### src/rtl/k_and_s_pkg.sv
// Shared types and constants for the K&S processor: opcodes, ALU op codes,
// the decoded instruction enum and the flags payload.
package k_and_s_pkg;

    localparam int unsigned KS_DATA_W = 16;
    localparam int unsigned KS_ADDR_W = 5;
    localparam int unsigned REG_N     = 4;
    localparam int unsigned REG_AW    = 2;

    localparam logic [7:0] OPC_LOAD   = 8'h81;
    localparam logic [7:0] OPC_STORE  = 8'h82;
    localparam logic [7:0] OPC_MOVE   = 8'h91;
    localparam logic [7:0] OPC_ADD    = 8'hA1;
    localparam logic [7:0] OPC_SUB    = 8'hA2;
    localparam logic [7:0] OPC_AND    = 8'hA3;
    localparam logic [7:0] OPC_OR     = 8'hA4;
    localparam logic [7:0] OPC_BRANCH = 8'h01;
    localparam logic [7:0] OPC_BZERO  = 8'h02;
    localparam logic [7:0] OPC_BNEG   = 8'h03;
    localparam logic [7:0] OPC_BOV    = 8'h05;
    localparam logic [7:0] OPC_BNOV   = 8'h06;
    localparam logic [7:0] OPC_BNNEG  = 8'h0A;
    localparam logic [7:0] OPC_BNZERO = 8'h0B;
    localparam logic [7:0] OPC_HALT   = 8'hFF;

    localparam logic [1:0] ALU_ADD = 2'b00;
    localparam logic [1:0] ALU_SUB = 2'b01;
    localparam logic [1:0] ALU_AND = 2'b10;
    localparam logic [1:0] ALU_OR  = 2'b11;

    typedef enum logic [3:0] {
        I_NOP, I_LOAD, I_STORE, I_MOVE, I_ADD, I_SUB, I_AND, I_OR,
        I_BRANCH, I_BZERO, I_BNEG, I_BOV, I_BNOV, I_BNNEG, I_BNZERO, I_HALT
    } decoded_instruction_type;

    typedef struct packed {
        logic zero;
        logic neg;
        logic uov;
        logic sov;
    } flags_t;

endpackage

### src/rtl/ks_reg_file.sv
// 4-entry register file: two combinational read ports, one synchronous write
// port; reads during a write return the pre-edge value.
module ks_reg_file
    import k_and_s_pkg::*;
#(
    parameter int unsigned DATA_W = KS_DATA_W
) (
    input  logic              clk,
    input  logic              rst_n,
    input  logic              we,
    input  logic [REG_AW-1:0] wr_addr,
    input  logic [DATA_W-1:0] wr_data,
    input  logic [REG_AW-1:0] rd_a_addr,
    input  logic [REG_AW-1:0] rd_b_addr,
    output logic [DATA_W-1:0] rd_a_data,
    output logic [DATA_W-1:0] rd_b_data
);

    logic [DATA_W-1:0] regs_q [REG_N];
    logic [DATA_W-1:0] regs_d [REG_N];

    always_comb begin
        regs_d = regs_q;
        if (we) begin
            regs_d[wr_addr] = wr_data;
        end
    end

    always_ff @(posedge clk or negedge rst_n) begin
        if (!rst_n) begin
            for (int i = 0; i < int'(REG_N); i++) begin
                regs_q[i] <= '0;
            end
        end else begin
            regs_q <= regs_d;
        end
    end

    assign rd_a_data = regs_q[rd_a_addr];
    assign rd_b_data = regs_q[rd_b_addr];

endmodule

### src/rtl/data_path.sv
// K&S processor datapath: PC, IR, register file, ALU and flags, with the
// instruction decoder feeding control_unit.
module data_path
    import k_and_s_pkg::*;
#(
    parameter int unsigned DATA_W = KS_DATA_W,
    parameter int unsigned ADDR_W = KS_ADDR_W
) (
    input  logic                    clk,
    input  logic                    rst_n,
    input  logic                    branch,
    input  logic                    pc_enable,
    input  logic                    ir_enable,
    input  logic                    write_reg_enable,
    input  logic                    addr_sel,
    input  logic                    c_sel,
    input  logic [1:0]              operation,
    input  logic                    flags_reg_enable,
    output decoded_instruction_type decoded_instruction,
    output logic                    zero_op,
    output logic                    neg_op,
    output logic                    unsigned_overflow,
    output logic                    signed_overflow,
    output logic [ADDR_W-1:0]       ram_addr,
    output logic [DATA_W-1:0]       data_out,
    input  logic [DATA_W-1:0]       data_in
);

    logic [ADDR_W-1:0] pc_q, pc_d;
    logic [DATA_W-1:0] ir_q, ir_d;
    flags_t            flags_q, flags_d;

    logic [REG_AW-1:0] rd_a_addr, wr_addr;
    logic [DATA_W-1:0] a_val, b_val, alu_res, bus_c;
    logic [DATA_W:0]   sum_ext;
    logic              alu_uov, alu_sov;
    logic              unused_ir_bit;

    assign unused_ir_bit = ir_q[7];

    always_comb begin
        decoded_instruction = I_NOP;
        case (ir_q[15:8])
            OPC_LOAD:   decoded_instruction = I_LOAD;
            OPC_STORE:  decoded_instruction = I_STORE;
            OPC_MOVE:   decoded_instruction = I_MOVE;
            OPC_ADD:    decoded_instruction = I_ADD;
            OPC_SUB:    decoded_instruction = I_SUB;
            OPC_AND:    decoded_instruction = I_AND;
            OPC_OR:     decoded_instruction = I_OR;
            OPC_BRANCH: decoded_instruction = I_BRANCH;
            OPC_BZERO:  decoded_instruction = I_BZERO;
            OPC_BNEG:   decoded_instruction = I_BNEG;
            OPC_BOV:    decoded_instruction = I_BOV;
            OPC_BNOV:   decoded_instruction = I_BNOV;
            OPC_BNNEG:  decoded_instruction = I_BNNEG;
            OPC_BNZERO: decoded_instruction = I_BNZERO;
            OPC_HALT:   decoded_instruction = I_HALT;
            default:    decoded_instruction = I_NOP;
        endcase
    end

    // Register addressing depends on the instruction format.
    always_comb begin
        rd_a_addr = ir_q[3:2];
        wr_addr   = ir_q[5:4];
        case (decoded_instruction)
            I_LOAD:  wr_addr   = ir_q[6:5];
            I_STORE: rd_a_addr = ir_q[6:5];
            I_MOVE: begin
                rd_a_addr = ir_q[1:0];
                wr_addr   = ir_q[3:2];
            end
            default: ;
        endcase
    end

    ks_reg_file #(.DATA_W(DATA_W)) u_reg_file (
        .clk       (clk),
        .rst_n     (rst_n),
        .we        (write_reg_enable),
        .wr_addr   (wr_addr),
        .wr_data   (bus_c),
        .rd_a_addr (rd_a_addr),
        .rd_b_addr (ir_q[1:0]),
        .rd_a_data (a_val),
        .rd_b_data (b_val)
    );

    // ALU with carry/borrow and two's-complement overflow detection.
    always_comb begin
        sum_ext = '0;
        alu_res = '0;
        alu_uov = 1'b0;
        alu_sov = 1'b0;
        case (operation)
            ALU_ADD: begin
                sum_ext = {1'b0, a_val} + {1'b0, b_val};
                alu_res = sum_ext[DATA_W-1:0];
                alu_uov = sum_ext[DATA_W];
                alu_sov = (a_val[DATA_W-1] == b_val[DATA_W-1])
                          && (alu_res[DATA_W-1] != a_val[DATA_W-1]);
            end
            ALU_SUB: begin
                alu_res = a_val - b_val;
                alu_uov = a_val < b_val;
                alu_sov = (a_val[DATA_W-1] != b_val[DATA_W-1])
                          && (alu_res[DATA_W-1] != a_val[DATA_W-1]);
            end
            ALU_AND: alu_res = a_val & b_val;
            default: alu_res = a_val | b_val;
        endcase
    end

    assign bus_c    = c_sel ? alu_res : data_in;
    assign data_out = a_val;
    assign ram_addr = addr_sel ? ir_q[ADDR_W-1:0] : pc_q;

    always_comb begin
        pc_d    = pc_q;
        ir_d    = ir_q;
        flags_d = flags_q;
        if (pc_enable) begin
            pc_d = branch ? ir_q[ADDR_W-1:0] : pc_q + ADDR_W'(1);
        end
        if (ir_enable) begin
            ir_d = data_in;
        end
        if (flags_reg_enable) begin
            flags_d.zero = (alu_res == '0);
            flags_d.neg  = alu_res[DATA_W-1];
            flags_d.uov  = alu_uov;
            flags_d.sov  = alu_sov;
        end
    end

    always_ff @(posedge clk or negedge rst_n) begin
        if (!rst_n) begin
            pc_q    <= '0;
            ir_q    <= '0;
            flags_q <= '0;
        end else begin
            pc_q    <= pc_d;
            ir_q    <= ir_d;
            flags_q <= flags_d;
        end
    end

    assign zero_op           = flags_q.zero;
    assign neg_op            = flags_q.neg;
    assign unsigned_overflow = flags_q.uov;
    assign signed_overflow   = flags_q.sov;

endmodule

### config.mk
export PLATFORM = sky130hd
export DESIGN_NAME = data_path
export DESIGN_NICKNAME = d
export VERILOG_FILES = /design/src/rtl/k_and_s_pkg.sv /design/src/rtl/ks_reg_file.sv /design/src/rtl/data_path.sv
export SDC_FILE = /design/constraint.sdc
export NUM_CORES = 1
export LEC_CHECK = 0
export ABC_AREA = 1
export BUFFER_PORTS_ARGS = -buffer_cell sky130_fd_sc_hd__buf_2
export CAP_MARGIN = 20
export CORE_MARGIN = 4
export CORE_UTILIZATION = 40
export CTS_CLUSTER_DIAMETER = 150
export DETAILED_ROUTE_END_ITERATION = 8
export GPL_TIMING_DRIVEN = 0
export PLACE_DENSITY = 0.57
export SLEW_MARGIN = 20
export SYNTH_ARGS = -nofsm -noshare
export SYNTH_HDL_FRONTEND = slang
export SYNTH_HIERARCHICAL = 1
export SYNTH_SLANG_ARGS = --single-unit
export TNS_END_PERCENT = 1
### constraint.sdc
create_clock -name clk -period 5.65 [get_ports clk]
set_input_delay 0.2825 -clock clk [delete_from_list [all_inputs] [get_ports clk]]
set_output_delay 0.2825 -clock clk [all_outputs]
set_load 0.1 [all_outputs]
### After elaboration in Yosys (flattened, before gate mapping)

Index checks and enable logic that the tools add are counted.

* register bits after elaboration: 89
* bits in latches: 0
* memory bits (writable): 0
* bits in read-only memories: 0
* input port bits: 27
* output and inout port bits: 29
* logic and storage cells: 70
* memories: 0

* add/sub/neg operators: 3
* $mul: 0
* divide/modulo/power cells: 0
* $lt $le $gt $ge: 5
* eq/ne operators: 24
* shift operators: 0
* mux-type cells: 18
* bitwise operators: 5
* reductions and logical operators: 5

Operator list (count)
* $mux W16: 6
* $bmux W16 S2: 2
* $bwmux W64: 1
* $eq A8 B8 Y1 const B: 8
* $pmux W4 S15: 1
* $pmux W16 S3: 1
* $demux W16 S2: 1
* $add A16 B16 Y17: 1
* $and A16 B16 Y16: 1
* $eq A8 B2 Y1 const B: 2
* $eq A8 B3 Y1 const B: 2
* $eq A8 B4 Y1 const B: 2
* $logic_not A16 Y1: 1
* $lt A16 B16 Y1: 1
* $or A16 B16 Y16: 1
* $sub A16 B16 Y16: 1
* $mux W5: 2
* $ge A3 B3 Y1 const B: 3
* $not A2 Y3: 3
* $eq A4 B2 Y1 const B: 2
* $eq A8 B1 Y1 const B: 1
* $pmux W2 S2: 2
* $add A5 B1 Y5 const B: 1
* $eq A4 B1 Y1 const B: 1
* 8 further kinds: 13

### Depth between registers and ports, before layout

* depth in word-level cells: 12
* gate-level depth with buffers: 36
* depth with buffers taken out: 33

### Cells and area by module

The synthesis kept the hierarchy.

By module, submodules not included
* data_path: instances 1, cells an instance 762, area an instance 4390.5 sq um, sequential area each 600.6 sq um
* ks_reg_file: instances 1, cells an instance 594, area an instance 3971.3 sq um, sequential area each 1601.5 sq um

### Worst setup path after synthesis

Ideal clock, no wire load.

* path kind: register -> register
* start point: reg ir_q[10]
* end point: reg u_reg_file/regs_q[30] in the netlist's numbering
* setup time: 0.066 ns
* data arrival time: 4.506 ns
* required time: 5.584 ns
* setup slack: 1.078 ns
* stages on the path, launching flop included: 34
* path buffers: 2
* period minus slack after synthesis: 4.572 ns
* cells stage by stage: dfrtp_1 nor2_1 inv_1 nor2_2 inv_1 nor4_2 inv_1 nor2_2 nor2_1 nand2_1 nand3_1 buf_2 inv_1 buf_2 nand2_1 nand3_1 nand2_1 inv_1 ha_1 inv_1 fa_1 nand2_1 nand2_1 nand3_1 nand2_1 nand2_1 nand3_1 nand2_1 nand3_1 nand3_1 nand2_1 o21ai_0 nand4_1 nand2_1

* longest elaborated chain between the ends: 12
* elaborated cells on any way between the ends: 38
* classes of those cells: add/sub: 2; order compare: 2; eq/ne: 18; mux: 11; bitwise: 4; reduce/logical: 1

RTL lines
* start, declared: line data_path.sv:30 `logic [DATA_W-1:0] ir_q, ir_d;`
* start signal, assigned: line data_path.sv:144 `ir_q <= ir_d;`
* $eq A8 B8 Y1, or another cell as far along: line data_path.sv:43 `case (ir_q[15:8])`
* $pmux W4 S15 (*): line data_path.sv:43
* $eq A4 B2 Y1: line data_path.sv:67 `case (decoded_instruction)`
* $pmux W2 S2 (*): line data_path.sv:67
* net rd_a_addr[0]: line data_path.sv:33 `logic [REG_AW-1:0] rd_a_addr, wr_addr;`
* $not A2 Y3 (implied by the code) (*): line ks_reg_file.sv:39 `assign rd_a_data = regs_q[rd_a_addr];`
* $bmux W16 S2 (*): line ks_reg_file.sv:39
* $mux W16 (implied by the code) (*) (2 in series): line ks_reg_file.sv:39
* net data_out[0]: line data_path.sv:25 `output logic [DATA_W-1:0] data_out,`
* $sub A16 B16 Y16 / $add A16 B16 Y17 (equally long branches): line data_path.sv:105, data_path.sv:98
* $pmux W16 S3 (*): line data_path.sv:96 `case (operation)`
* $mux W16 (*): line data_path.sv:115 `assign bus_c = c_sel ? alu_res : data_in;`
* net bus_c[14]: line data_path.sv:34 `logic [DATA_W-1:0] a_val, b_val, alu_res, bus_c;`
* $bwmux W64 (*): line ks_reg_file.sv:25 `regs_d[wr_addr] = wr_data;`
* end signal, assigned: line ks_reg_file.sv:35 `regs_q <= regs_d;`
* end, declared: line ks_reg_file.sv:19 `logic [DATA_W-1:0] regs_q [REG_N];`

Mark *: on every way through the listed nets, which the timed path passes. The rest lies on a longest branch. The select of a mux whose other input is x is not followed.
A chain may end at the register's enable or synchronous reset.

### Worst setup path after layout

* start point: reg ir_q[10]
* end point: reg u_reg_file/regs_q[43] in the netlist's numbering

* longest elaborated chain between the ends: 12
* elaborated cells on any way between the ends: 38
* classes of those cells: add/sub: 2; order compare: 2; eq/ne: 18; mux: 11; bitwise: 4; reduce/logical: 1

RTL lines
* $eq A8 B8 Y1, or another cell as far along: line data_path.sv:43
* $pmux W4 S15 (*): line data_path.sv:43
* $eq A4 B2 Y1: line data_path.sv:67
* $pmux W2 S2 (*): line data_path.sv:67
* net rd_a_addr[1]: line data_path.sv:33
* $not A2 Y3 (implied by the code) (*): line ks_reg_file.sv:39
* $bmux W16 S2 (*): line ks_reg_file.sv:39
* $mux W16 (implied by the code) (*) (2 in series): line ks_reg_file.sv:39
* $sub A16 B16 Y16, or another cell as far along: line data_path.sv:105 `alu_res = a_val - b_val;`
* $pmux W16 S3 (*): line data_path.sv:96
* $mux W16 (*): line data_path.sv:115
* net bus_c[11]: line data_path.sv:34
* $bwmux W64 (*): line ks_reg_file.sv:25

Marks and branches as above.

==> results.txt <==
----------------------------------------------------
[STA]
  Transition time of the tightest slew-check pin ... between 0.7 and 0.8 ns
  Number of max-slew violations in the final report ... 0
  Timing-limited maximum frequency ... 196 MHz
  Worst Setup Slack, final ... 0.556 ns
  Total of endpoints with negative setup slack in the final report ... 0
  Hold Vio Cnt, Final ... 0
  Setup repair after global routing missed its margin ... false
  Worst-case clock skew ... 0.00886 ns
  Share of the clock period used by the worst path ... 90.2%
  Max-slew headroom ... 52.3%
  Sum Neg Setup Slack ... 0 ns
  Time the worst path needs with I/O delays and setup ... just over 5 ns

[Worst setup path]
  WS Path Type ... reg2reg
  Crit path largest cell delay ... slightly above 0.4 ns
  Worst EP arrival ... ~5.4 ns
  Critical path peak fanout ... 10
  Crit path max-delay cell type ... dfrtp_1
  Critical path capture point type ... flip-flop
  Kind of launch point of the worst setup path ... flip-flop
  Data required time at the worst endpoint ... between 5 and 6 ns

[Placement]
  Routability cong. ... 0.967
  Place WS ... 0.357 ns
  Post-detail-place hpwl ... ~23 mm
  PortBufs ... slightly above 50

[Die]
  Full die area ... 23300 sq um
  Placement row count ... 52
  Initial Util ... roughly 41%
  Number of placed I/O pins ... 56
  Chip Width ... 153 um
  Vertical die dimension ... approximately 150 um
  Core region area ... 20400 sq um

[Synth]
  Synth Flop Type ... dfrtp_1
  Number of synthesized flops with an enable pin ... 0
  Unique cell type count in the Yosys netlist ... 42
  Average cell area after synthesis ... 6.17 sq um
  Top area cells in the synthesized netlist ... dfrtp_1 26%, nand2_1 23%, nand3_1 9.9%
  Synthesized net count ... 1438
  Share of async-settable or async-resettable flops after synthesis ... 100%
  Part of the Yosys area used for sequential elements ... roughly a quarter
  Yosys Warn Count ... 6
  Library cell occupying the most area in the post-synthesis netlist ... dfrtp_1
  Number of storage elements in the synthesis netlist ... slightly below 90
  Cell count after synthesis ... 1356
  Summed instance area of the synthesized netlist ... approximately 8400 sq um
  Yosys top cell area share ... around a quarter
  Leading cell types by count after synthesis ... 502 x nand2_1, 217 x inv_1, 166 x nand3_1
  Most common cell in the netlist ... nand2_1

[Layout]
  Number of nets in the layout ... roughly 1500
  Fraction of layout instances using a drive strength above 1 ... between 10% and 20%
  Area overhead of the layout relative to synthesis ... 11.1%
  Diode count ... 0

[Clock tree]
  TritonCTS clock tree ... built
  Worst skew pair latency ... 0.35 ns
  Total number of clock tree sinks ... between 80 and 90
  Clock tree root driver cell ... clkbuf_16
  Clock transition at the registers of the reported paths ... 0.07 ns
  Maximum count of clock buffers along a single path ... 2
  CTS H-Tree Depth ... 3
  Post-CTS Setup Repair Bufs ... 0
  CTS Buf Count ... 9

[Drt]
  Number of search-and-repair iterations in the first detailed-routing pass ... 5
  WL per Instance ... ~17 um
  Average via count per standard cell ... about 5.1
  Via count ... about 8600
  Residual DRC ... 0
  1st-iter DRT viols ... 763
  Routed wire length ... 28.0 mm
  Antenna Nets Post-Route ... 0

[Global route]
  Congestion Overflow GR ... 0
  Number of global-route vias before repair ... approximately 8400
  Maximum number of pins on one net before global-route repair ... 52
  Antenna violations before repair ... 0
  Overall routing resource usage ... 23.9%
  Global-route wire length before repair ... ~45 mm

[Power]
  Static Leak ... approximately 5.3 nW
  Pwr/cell area ... between 400 and 500 nW/um^2
  Largest vdd supply drop ... ~0.00021 V

[Outcome]
  Run status ... finished, final reports clean

[Worst hold path]
  Hold Path Class ... in2reg

[Job]
  Maximum capacitance violations ... 0

----------------------------------------------------
[per-layer routing]
layer	vias to the layer above	track usage [%]	wire [um]
met1	3927	33.5	13000
met2	248	38.0	12600
met5	-	0	0
li1	4387	-	-
met3	50	1.96	1350
met4	0	10.2	1060
[registers in the layout, indices dropped and copies added (netlist names)]
register and flops:
neg_op 1, zero_op 1, signed_overflow 1, u_reg_file/regs_q 64
ir_q 15, pc_q 5, unsigned_overflow 1
[worst max-delay path, delay by kind of cell, from the launching register on]
family | cells | cell delay, ns
AO/OA/AOI/OAI | 1 | 0.38
adder cells (fa/ha/maj) | 1 | 0.27
buffers and inverters | 8 | 1.28
flip-flops | 1 | 0.41
AND/OR/NAND/NOR | 18 | 2.65
[kinds of logic after synthesis]
logic type	synth area share, %
fa+ha+maj	8.41
flops	26.3
compound gates	7.20
mux	0.673
xor+xnor	0.210
simple gates	42.3
buf+inv	14.9
[final cells by class]
cell class	count	area (sq um)
Buffer	61	383
Clock buffer	9	225
Clock inverter	7	60.1
Fill cell	2249	11100
Inverter	229	861
Multi-Input combinational cell	978	4920
Sequential cell	88	2200
Tap cell	270	338
Timing Repair Buffer	53	299
[stage by stage]
step           utilization [%]  cell area, sq um  total power [W]  cells  hold slack [ns]
2_1_floorplan                -              8360          0.00282   1356          -0.0131
4_1_cts                   45.4              9280          0.00406   1695            0.160
3_3_place_gp              43.8              8950          0.00343   1677            0.454
3_5_place_dp              44.0              8990          0.00346   1678            0.218
6_report                  45.5              9290          0.00407   1695            0.171
5_1_grt                   45.5              9290          0.00442   1695            0.179
[power by group]
part / switching [W] / internal (W) / total, W / leakage, nW
combinational: 0.00186 / 0.000719 / 0.00258 / 4.03
clock: 0.000278 / 0.000308 / 0.000586 / 0.143
sequential: 0.000106 / 0.000799 / 0.000904 / 1.11
total: 0.00225 / 0.00182 / 0.00407 / 5.29
[layout by cell type (no fill, tap or decap), types with 8 or more instances in the layout]
cell / count
a21oi_1: 23
buf_2: 80
buf_6: 11
nand4_1: 50
o21ai_1: 16
nand3_1: 166
clkbuf_1: 10
nand2_1: 502
clkbuf_16: 9
o21ai_2: 8
dfrtp_1: 88
nor2_1: 57
o21ai_0: 40
nor3_1: 10
inv_2: 10
buf_4: 11
inv_1: 217
ha_1: 53
[worst paths after layout]
kind                                  startpoint               endpoint  slack, ns  depth (start not counted)
setup / recovery                        ir_q[10]  u_reg_file/regs_q[43]       0.56                         28
hold / removal                       data_in[15]               ir_q[15]       0.17                          3
setup reg to reg                        ir_q[10]  u_reg_file/regs_q[43]       0.56                         28
hold reg to reg            u_reg_file/regs_q[58]  u_reg_file/regs_q[58]       0.47                          2
max in group asynchronous                  rst_n        signed_overflow       4.65                          3
min in group asynchronous                  rst_n   u_reg_file/regs_q[3]       0.41                          2
[repair_timing]
| item | CTS | global route |
|---|---|---|
| hold buffers | 1 | 0 |
| resized for setup | 0 | 7 |
| setup endpoints to repair | 0 | 18 |
| hold endpoints to repair | 37 | 0 |
(Power assumes the default switching activity.)
